`src/rtl/seq_alu_core.sv`:
```
// ---------------------------------------------------------------------------
// seq_alu_core
//   Registered, parametrised ALU with a valid/ready handshake on both sides.
//   Single-cycle ops (add/sub/shift/rotate/logic/compare) complete at the
//   accept edge. MUL is an iterative shift-add and DIV an iterative restoring
//   divide, each taking WIDTH extra cycles. Results and flags are held stable
//   while out_valid is high, until downstream takes them.
//
// Ports
//   clk          rising-edge clock
//   rst_n        asynchronous active-low reset
//   in_valid     operands/op presented        in_ready   core is idle
//   a, b         WIDTH-bit operands           alu_select 4-bit op code
//   out_valid    result/flags valid           out_ready  downstream accepts
//   alu_out      result (MUL low word, DIV quotient)
//   res_hi       MUL high word, DIV remainder, otherwise 0
//   carry_out    add carry / sub borrow / shifted-out bit / MUL high nonzero
//   zero         alu_out == 0
//   overflow     signed overflow of ADD/SUB
//   div_by_zero  DIV with b == 0
// ---------------------------------------------------------------------------
module seq_alu_core #(
    parameter int WIDTH = 8,
    localparam int CNT_W = $clog2(WIDTH) + 1
) (
    input  logic             clk,
    input  logic             rst_n,
    input  logic             in_valid,
    output logic             in_ready,
    input  logic [WIDTH-1:0] a,
    input  logic [WIDTH-1:0] b,
    input  logic [3:0]       alu_select,
    output logic             out_valid,
    input  logic             out_ready,
    output logic [WIDTH-1:0] alu_out,
    output logic [WIDTH-1:0] res_hi,
    output logic             carry_out,
    output logic             zero,
    output logic             overflow,
    output logic             div_by_zero
);

    typedef enum logic [1:0] {S_IDLE, S_MUL, S_DIV, S_DONE} state_t;

    state_t           state, state_next;
    logic             accept;
    logic             step_last;
    logic [CNT_W-1:0] count;

    // Iteration registers: hi_reg is the partial product high word (MUL) or
    // the partial remainder (DIV); lo_reg holds the multiplier bits being
    // consumed (MUL) or the dividend shifting into the quotient (DIV).
    logic [WIDTH-1:0] hi_reg, lo_reg, b_reg;

    // Single-cycle result path, computed straight from the live inputs so it
    // can be registered on the accept edge.
    logic [WIDTH:0]   add_full, sub_full;
    logic [WIDTH-1:0] fast_lo, fast_hi;
    logic             fast_c, fast_ov, fast_dz;

    // One MUL / DIV iteration.
    logic [WIDTH:0]   mul_sum;
    logic [WIDTH-1:0] mul_hi_next, mul_lo_next;
    logic [WIDTH:0]   div_shift;
    logic [WIDTH-1:0] div_diff;
    logic             div_fits;
    logic [WIDTH-1:0] div_hi_next, div_lo_next;

    assign accept    = in_valid && in_ready;
    assign step_last = (count == CNT_W'(WIDTH - 1));

    assign add_full = {1'b0, a} + {1'b0, b};
    assign sub_full = {1'b0, a} - {1'b0, b};

    always_comb begin
        fast_lo = '0;
        fast_hi = '0;
        fast_c  = 1'b0;
        fast_ov = 1'b0;
        fast_dz = 1'b0;
        case (alu_select)
            4'h0: begin
                fast_lo = add_full[WIDTH-1:0];
                fast_c  = add_full[WIDTH];
                fast_ov = (a[WIDTH-1] == b[WIDTH-1]) && (add_full[WIDTH-1] != a[WIDTH-1]);
            end
            4'h1: begin
                fast_lo = sub_full[WIDTH-1:0];
                fast_c  = sub_full[WIDTH];        // borrow, i.e. a < b
                fast_ov = (a[WIDTH-1] != b[WIDTH-1]) && (sub_full[WIDTH-1] != a[WIDTH-1]);
            end
            4'h3: begin
                // Only the divide-by-zero case finishes here; a real divide
                // iterates and writes its own result.
                if (b == '0) begin
                    fast_lo = '1;
                    fast_hi = a;
                    fast_dz = 1'b1;
                end
            end
            4'h4: begin fast_lo = {a[WIDTH-2:0], 1'b0};       fast_c = a[WIDTH-1]; end
            4'h5: begin fast_lo = {1'b0, a[WIDTH-1:1]};       fast_c = a[0];       end
            4'h6: begin fast_lo = {a[WIDTH-2:0], a[WIDTH-1]}; fast_c = a[WIDTH-1]; end
            4'h7: begin fast_lo = {a[0], a[WIDTH-1:1]};       fast_c = a[0];       end
            4'h8: fast_lo = a & b;
            4'h9: fast_lo = a | b;
            4'hA: fast_lo = a ^ b;
            4'hB: fast_lo = ~(a | b);
            4'hC: fast_lo = ~(a & b);
            4'hD: fast_lo = ~(a ^ b);
            4'hE: fast_lo = WIDTH'(a > b);
            4'hF: fast_lo = WIDTH'(a == b);
            default: ;                            // MUL: handled iteratively
        endcase
    end

    // Shift-add: add the multiplicand when the current multiplier bit is set,
    // then shift the double-width {hi,lo} right one place.
    assign mul_sum     = {1'b0, hi_reg} + (lo_reg[0] ? {1'b0, b_reg} : '0);
    assign mul_hi_next = mul_sum[WIDTH:1];
    assign mul_lo_next = {mul_sum[0], lo_reg[WIDTH-1:1]};

    // Restoring divide: shift the next dividend bit into the remainder and
    // subtract the divisor only if it fits. The shifted remainder is always
    // below 2*b, so the difference fits back into WIDTH bits.
    assign div_shift   = {hi_reg, lo_reg[WIDTH-1]};
    assign div_fits    = (div_shift >= {1'b0, b_reg});
    assign div_diff    = WIDTH'(div_shift - {1'b0, b_reg});
    assign div_hi_next = div_fits ? div_diff : div_shift[WIDTH-1:0];
    assign div_lo_next = {lo_reg[WIDTH-2:0], div_fits};

    // State register
    always_ff @(posedge clk or negedge rst_n) begin
        if (!rst_n) state <= S_IDLE;
        else        state <= state_next;
    end

    // Next-state logic
    always_comb begin
        state_next = state;
        case (state)
            S_IDLE: begin
                if (accept) begin
                    if (alu_select == 4'h2)                   state_next = S_MUL;
                    else if (alu_select == 4'h3 && b != '0)   state_next = S_DIV;
                    else                                      state_next = S_DONE;
                end
            end
            S_MUL, S_DIV: if (step_last) state_next = S_DONE;
            S_DONE:       if (out_ready) state_next = S_IDLE;
            default:      state_next = S_IDLE;
        endcase
    end

    // FSM outputs
    always_comb begin
        in_ready  = (state == S_IDLE);
        out_valid = (state == S_DONE);
    end

    // Datapath and result registers
    always_ff @(posedge clk or negedge rst_n) begin
        if (!rst_n) begin
            hi_reg      <= '0;
            lo_reg      <= '0;
            b_reg       <= '0;
            count       <= '0;
            alu_out     <= '0;
            res_hi      <= '0;
            carry_out   <= 1'b0;
            zero        <= 1'b0;
            overflow    <= 1'b0;
            div_by_zero <= 1'b0;
        end else begin
            case (state)
                S_IDLE: begin
                    if (accept) begin
                        hi_reg <= '0;
                        lo_reg <= a;
                        b_reg  <= b;
                        count  <= '0;
                        if (state_next == S_DONE) begin
                            alu_out     <= fast_lo;
                            res_hi      <= fast_hi;
                            carry_out   <= fast_c;
                            zero        <= (fast_lo == '0);
                            overflow    <= fast_ov;
                            div_by_zero <= fast_dz;
                        end
                    end
                end
                S_MUL: begin
                    hi_reg <= mul_hi_next;
                    lo_reg <= mul_lo_next;
                    count  <= count + CNT_W'(1);
                    if (step_last) begin
                        alu_out     <= mul_lo_next;
                        res_hi      <= mul_hi_next;
                        carry_out   <= |mul_hi_next;
                        zero        <= (mul_lo_next == '0);
                        overflow    <= 1'b0;
                        div_by_zero <= 1'b0;
                    end
                end
                S_DIV: begin
                    hi_reg <= div_hi_next;
                    lo_reg <= div_lo_next;
                    count  <= count + CNT_W'(1);
                    if (step_last) begin
                        alu_out     <= div_lo_next;
                        res_hi      <= div_hi_next;
                        carry_out   <= 1'b0;
                        zero        <= (div_lo_next == '0);
                        overflow    <= 1'b0;
                        div_by_zero <= 1'b0;
                    end
                end
                default: ;                        // DONE: hold everything
            endcase
        end
    end

endmodule
```
`config.mk`:
```
export PLATFORM = sky130hd
export DESIGN_NAME = seq_alu_core
export DESIGN_NICKNAME = d
export VERILOG_FILES = /design/src/rtl/seq_alu_core.sv
export SDC_FILE = /design/constraint.sdc
export NUM_CORES = 1
export LEC_CHECK = 0
export CORE_ASPECT_RATIO = 1.5
export CORE_MARGIN = 2
export CORE_UTILIZATION = 50
export CTS_CLUSTER_SIZE = 24
export DETAILED_ROUTE_END_ITERATION = 7
export HOLD_SLACK_MARGIN = 0.02
export PLACE_DENSITY = 0.82
export SLEW_MARGIN = 20
export SYNTH_ARGS = -nofsm -noshare
export SYNTH_HDL_FRONTEND = slang
export SYNTH_SLANG_ARGS = --single-unit
export TNS_END_PERCENT = 10
```
`constraint.sdc`:
```
create_clock -name clk -period 4.9 [get_ports clk]
set_input_delay 0.49 -clock clk [delete_from_list [all_inputs] [get_ports clk]]
set_output_delay 0.49 -clock clk [all_outputs]
set_load 0.02 [all_outputs]
```
# Yosys cells after proc, flatten, opt, wreduce, memory -nomap -nowiden
# Index checks and enable logic that the tools add are counted.
# Widths: inputs -> output; s select.
dict set report totals {
  ff_bits 50
  inputBits 24
}
dict set report classes {
  addsub 5
  magnitude_cmp 2
  n_eq_ne 30
  n_mux 48
  bitwise 6
  reduce_logical 22
}
# op n
set ops {}
lappend ops {{$mux 8} 15}
lappend ops {{$pmux 8 s15} 1}
lappend ops {{$pmux 8 s3} 4}
lappend ops {{$eq 4x4->1 const B} 8}
lappend ops {{$logic_not 8->1} 4}
lappend ops {{$not 8->8} 3}
lappend ops {{$eq 4x3->1 const B} 5}
lappend ops {{$add 8x8->9} 2}
lappend ops {{$mux 1} 15}
lappend ops {{$ge 9x8->1} 1}
lappend ops {{$sub 8x8->9} 1}
lappend ops {{$and 8x8->8} 1}
lappend ops {{$eq 4x2->1 const B} 2}
lappend ops {{$eq 8x8->1} 1}
lappend ops {{$gt 8x8->1} 1}
lappend ops {{$mux 2} 4}
lappend ops {{$or 8x8->8} 1}
lappend ops {{$pmux 4 s2} 1}
lappend ops {{$reduce_bool 8->1} 1}
lappend ops {{$reduce_or 8->1} 1}
lappend ops {{$sub 8x8->8} 1}
lappend ops {{$xor 8x8->8} 1}
lappend ops {{$eq 2x2->1 const B} 3}
lappend ops {{$ne 2x1->1 const B} 3}
lappend ops {{20 further kinds} 33}

# Depth between registers and ports, before layout
dict set report depth {
  depth_word 10
  ltp_mapped 13
}

# Least setup slack after synthesis
# OpenSTA, ideal clock, no wires.
dict set report synth_path {
  path_type {input to register}
  from {input a[0]}
  to {register carry_out}
  setup_ns 0.131
  t_arrival_ns 2.280
  path_slack_ns 2.489
  cell_stages 10
  n_path_buf 0
  path_cell_list {inv_1 ha_1 fa_1 nor3_1 nor3_1 o31ai_1 a2111oi_0 o31a_1 mux2i_1 o21ai_0}
}
dict set report synth_via {
  elab_chain_cells 5
}
# element line
set synth_rtl {}
lappend synth_rtl {{start, declared} 30} ;# input logic [WIDTH-1:0] a,
lappend synth_rtl {{$sub 8x8->9 / $add 8x8->9 (equally long branches)} {73, 72}}
lappend synth_rtl {{$pmux 1 s4 (*)} 81} ;# case (alu_select)
lappend synth_rtl {{$mux 1 (*)} 182} ;# if (state_next == S_DONE) begin
lappend synth_rtl {{$mux 1 (*)} 177} ;# if (accept) begin
lappend synth_rtl {{$pmux 1 s3 (*)} 175} ;# case (state)
lappend synth_rtl {{end signal, assigned} 185} ;# carry_out <= fast_c;
lappend synth_rtl {{end signal, assigned} 199} ;# carry_out <= |mul_hi_next;
lappend synth_rtl {{end, declared} 37} ;# output logic carry_out,
# Every way passes the cells marked *; elsewhere a longest branch is shown, timed or not. The select of a mux whose other input is x is not followed.
# A chain may end at the register's enable or synchronous reset.

# Worst setup path after layout
dict set report layout_path {
  from {input a[0]}
  to {register alu_out[6]}
}
dict set report layout_via {
  elab_chain_cells 5
}
# element line
set layout_rtl {}
lappend layout_rtl {{$sub 8x8->9 / $add 8x8->9 (equally long branches)} {73, 72}}
lappend layout_rtl {{$pmux 8 s15 (*)} 81}
lappend layout_rtl {{$mux 8 (*)} 182}
lappend layout_rtl {{$mux 8 (*)} 177}
lappend layout_rtl {{$pmux 8 s3 (*)} 175}
lappend layout_rtl {{end signal, assigned} 183} ;# alu_out <= fast_lo;
lappend layout_rtl {{end signal, assigned} 197} ;# alu_out <= mul_lo_next;
lappend layout_rtl {{end signal, assigned} 210} ;# alu_out <= div_lo_next;
lappend layout_rtl {{end, declared} 35} ;# output logic [WIDTH-1:0] alu_out,
# Marked as above.

==> results <==
- Synthesis produced a netlist with a net count of 698.
- Post-CTS repair changed the size of 0 cells.
- Sequential elements use 24.91% of the synthesized area.
- The combinational share of power is 65.5%.
- The initial antenna violation count is 0.
- For this run, design rule violations remaining after detail routing come to 3.
- Of the cells placed in the final design, the portion with a size suffix greater than 1 is 6.202%.
- Buffers inserted to repair hold after CTS numbered 0.
- In this run the horizontal extent of the chip is 85.84 um.
- For the pin with the worst max-slew slack, the measured transition is 1.122 ns.
- The net load switching power is 1711 uW.
- The initial core utilization is 51.55%.
- Setup violations remaining at the end of the flow were counted as 0.
- The starting DRC count in detailed routing is 536.
- The clock tree from TritonCTS is done.
- The half-perimeter wire length of the detailed placement result is 11770 um.
- The first global-routing pass estimated 24950 um of wire.
- The core area is 9744 um2.
- The checks that failed: DRC.
- Port buffering added 45 buffers.
- Entering global routing, the biggest net connects 51 pins.
- Relative to the synthesized area, the layout overhead comes to 11.93%.
- The total routed wirelength is 15350 um.
- The worst clock skew is 0.004591 ns.
- For this design, the sink count on the clock tree is 50.
- Power spread over the standard cell area amounts to 612.9 nW/um2.
- The floorplan step defined a die boundary enclosing 10880 um2.
- The run finished, with violations left.
- The share of power burned in registers is 23.1%.
- The data required time of the worst path is 5.09 ns.
- The later-pin clock latency in the skew report is 0.30 ns.
- The worst setup path is of the in -> reg kind.
- In this run the clock root is driven by a clkbuf_16.
- The final hold violation count is 0.
- The worst-case vdd ir drop is 0.2601 mV.
- The count of pins over their slew limit is 0.
- In this run the static leakage power is 0.002382 uW.
- The proportion of power drawn by the clock network is 11.4%.
- The worst pin sits at a relative slew slack of 25.20%.
- The internal power of the cells totals 1735 uW.
- The final estimated routing congestion in global placement is 1.052.
- In this run, CTS created clock tree buffers numbering 5.
- After synthesis, the cell types taking the most area are dfrtp_1 25%, ha_1 11%, nand2_1 4.9%, nor2_1 4.7%, o21ai_0 3.9%.
- After synthesis, the share of flip-flops with an asynchronous set or reset is 100.0%.
- The global-route usage over all layers is 28.78%.
- The height of the die is 126.8 um.
- The via count of the first global-routing pass was 5014.
- The average vias per placed instance is 6.651.
- For this run, the post-layout net count is 717.
- In this run the post-CTS setup repair buffer count came out at 0.
- Derived from the worst setup path, the maximum achievable clock frequency is 290.3 MHz.
- The critical path capture point type is a flop.
- The H-tree depth reported by CTS is 2.
- Yosys mapped a number of flops with a built-in enable equal to 0.
- The share of the synthesized area in the top cell type is 24.91%.
- The via count of the routed design is 5055.
- The mapped netlist covers 5024 um2.
- Of the available clock period, the critical path in the final layout requires 70.29%.
- Synthesis handed over a netlist of 625 instances.
- For this run, the number of Yosys warnings is 0.
- The overall overflow remaining after global route is 0.
- Max-cap violations in this run came to 0.
- The type of the tightest min-delay check is in -> async.
- The sort of element at the start of the critical path is an input pin.
- For this design the top-level I/O count stands at 46.
- The synthesized area per cell is 8.038 um2.
- The top cell type by total area after synthesis is dfrtp_1.
- Setup total negative slack on the finished layout was measured at 0 ns.
- The detailed-routing iteration count for the pre-antenna-repair pass is 8.
- Along the worst path, the maximum fanout reaches 7.
- In this run the remaining antenna-violating nets after routing total 0.
- Clock-pin slew was measured on the worst setup and hold paths at 0.07 ns.
- The buffer depth of the longest clock path is 2.
- The final cell utilization of the core is 57.70%.
- The main flop type after synthesis is dfrtp_1.
- Setup repair after global routing left no endpoint under its margin.
- The count of cell types in the netlist is 77.
- Dividing the detail-routed wire length by the instance count gives 20.20 um.
- The switching share of power is 49.64%.
- The arrival time at the worst endpoint is 3.63 ns.
- The count of state elements after synthesis is 50.
- The initialized floorplan defines 44 standard-cell rows.
- 0 antenna diodes ended up in the layout.
- The shortest period the worst path allows is 3.444 ns.
-- layout by cell type, fill, tap and decap left out, drive strengths merged, types with 8 or more instances in the layout --
| cell type | synthesis | final |
|---|---|---|
| a211oi | 8 | 8 |
| clkdlybuf4s50 | 0 | 44 |
| nor2b | 10 | 10 |
| a31oi | 20 | 20 |
| nand4 | 9 | 9 |
| o211ai | 9 | 9 |
| a21oi | 33 | 33 |
| nor2 | 63 | 63 |
| o21ai | 43 | 43 |
| a22oi | 8 | 8 |
| nor3 | 14 | 14 |
| mux2i | 9 | 9 |
| xnor2 | 16 | 16 |
| inv | 41 | 41 |
| nand2 | 65 | 65 |
| ha | 45 | 45 |
| dfrtp | 50 | 50 |
-- synth_stat cells, types with 6 or more instances --
cell	n
nand2_1	65
nor2_1	63
dfrtp_1	50
ha_1	45
inv_1	41
o21ai_0	39
a21oi_1	33
a31oi_1	20
xnor2_1	16
clkbuf_1	15
buf_2	14
nor3_1	14
nor2b_1	10
mux2i_1	9
nand4_1	9
a22oi_1	8
o211ai_1	8
a211oi_1	7
nand3_1	7
o21a_1	7
o22ai_1	7
xor2_1	7
a221oi_1	6
nand2b_1	6
-- power groups by stage --
stage	combinational [uW]	sequential [uW]	clock [uW]
2_1_floorplan	1580	827	0
3_3_place_gp	2140	787	0
3_5_place_dp	2210	798	0
4_1_cts	2230	791	394
5_1_grt	2460	819	412
6_report	2260	795	394
-- worst max-delay path, cell delays in order --
cell,delay (ns)
clkdlybuf4s50_1,0.66
inv_1,0.12
ha_1,0.26
fa_1,0.43
nor3_1,0.24
nor3_1,0.13
o31ai_1,0.39
mux2i_1,0.14
a311oi_1,0.44
o211ai_1,0.17
o21a_1,0.17
-- final cells by class --
class                      instances  area [um2]
fill                             869        4121
multi-input combinational        494        3412
sequential                        50        1251
timing repair buffer              51       493.0
inverter                          42       157.7
tap                              115       143.9
clock buffer                       5       125.1
clock inverter                     3       40.04
-- logic make-up after synthesis --
family	count (synthesis)	share of synthesized area, %
fa+ha+maj	49	12.80
mux	11	2.316
buf+inv	81	7.223
flops	50	24.91
compound gates	198	28.05
xor+xnor	23	4.010
simple gates	213	20.70
-- metal layers --
| metal | wire (um) | GRT usage, % | share of wire (%) | vias up |
|---|---|---|---|---|
| met5 | 0 | 0 | 0 | - |
| met4 | 897 | 17.65 | 5.8 | 0 |
| met3 | 840 | 3.253 | 5.5 | 67 |
| met2 | 7892 | 50.92 | 51 | 267 |
| met1 | 5720 | 32.48 | 37 | 2409 |
| li1 | - | - | - | 2312 |
-- stage by stage --
step	worst slack (ns)	instances	hold slack, ns	power [uW]	instance area (um2)
after floorplan	2.489	625	0.1944	2404	5024
after global placement	1.305	752	0.4698	2928	5455
after detailed placement	1.236	752	0.4727	3006	5455
after CTS	1.529	760	0.4490	3414	5620
after global routing	1.295	760	0.2646	3694	5623
final	1.456	760	0.2020	3446	5623
-- final timing paths --
check / start / end / slack, ns / cells past startpoint
max in group asynchronous: rst_n / b_reg[5] / 4.25 / 1
min reg2reg: alu_out[1] / alu_out[1] / 0.49 / 2
max reg2reg: state[0] / alu_out[6] / 1.66 / 9
max: a[0] / alu_out[6] / 1.46 / 11
min: rst_n / state[1] / 0.20 / 1
min in group clk: alu_out[1] / alu_out[1] / 0.49 / 2
Note: power is estimated with default switching activity, not from simulation.
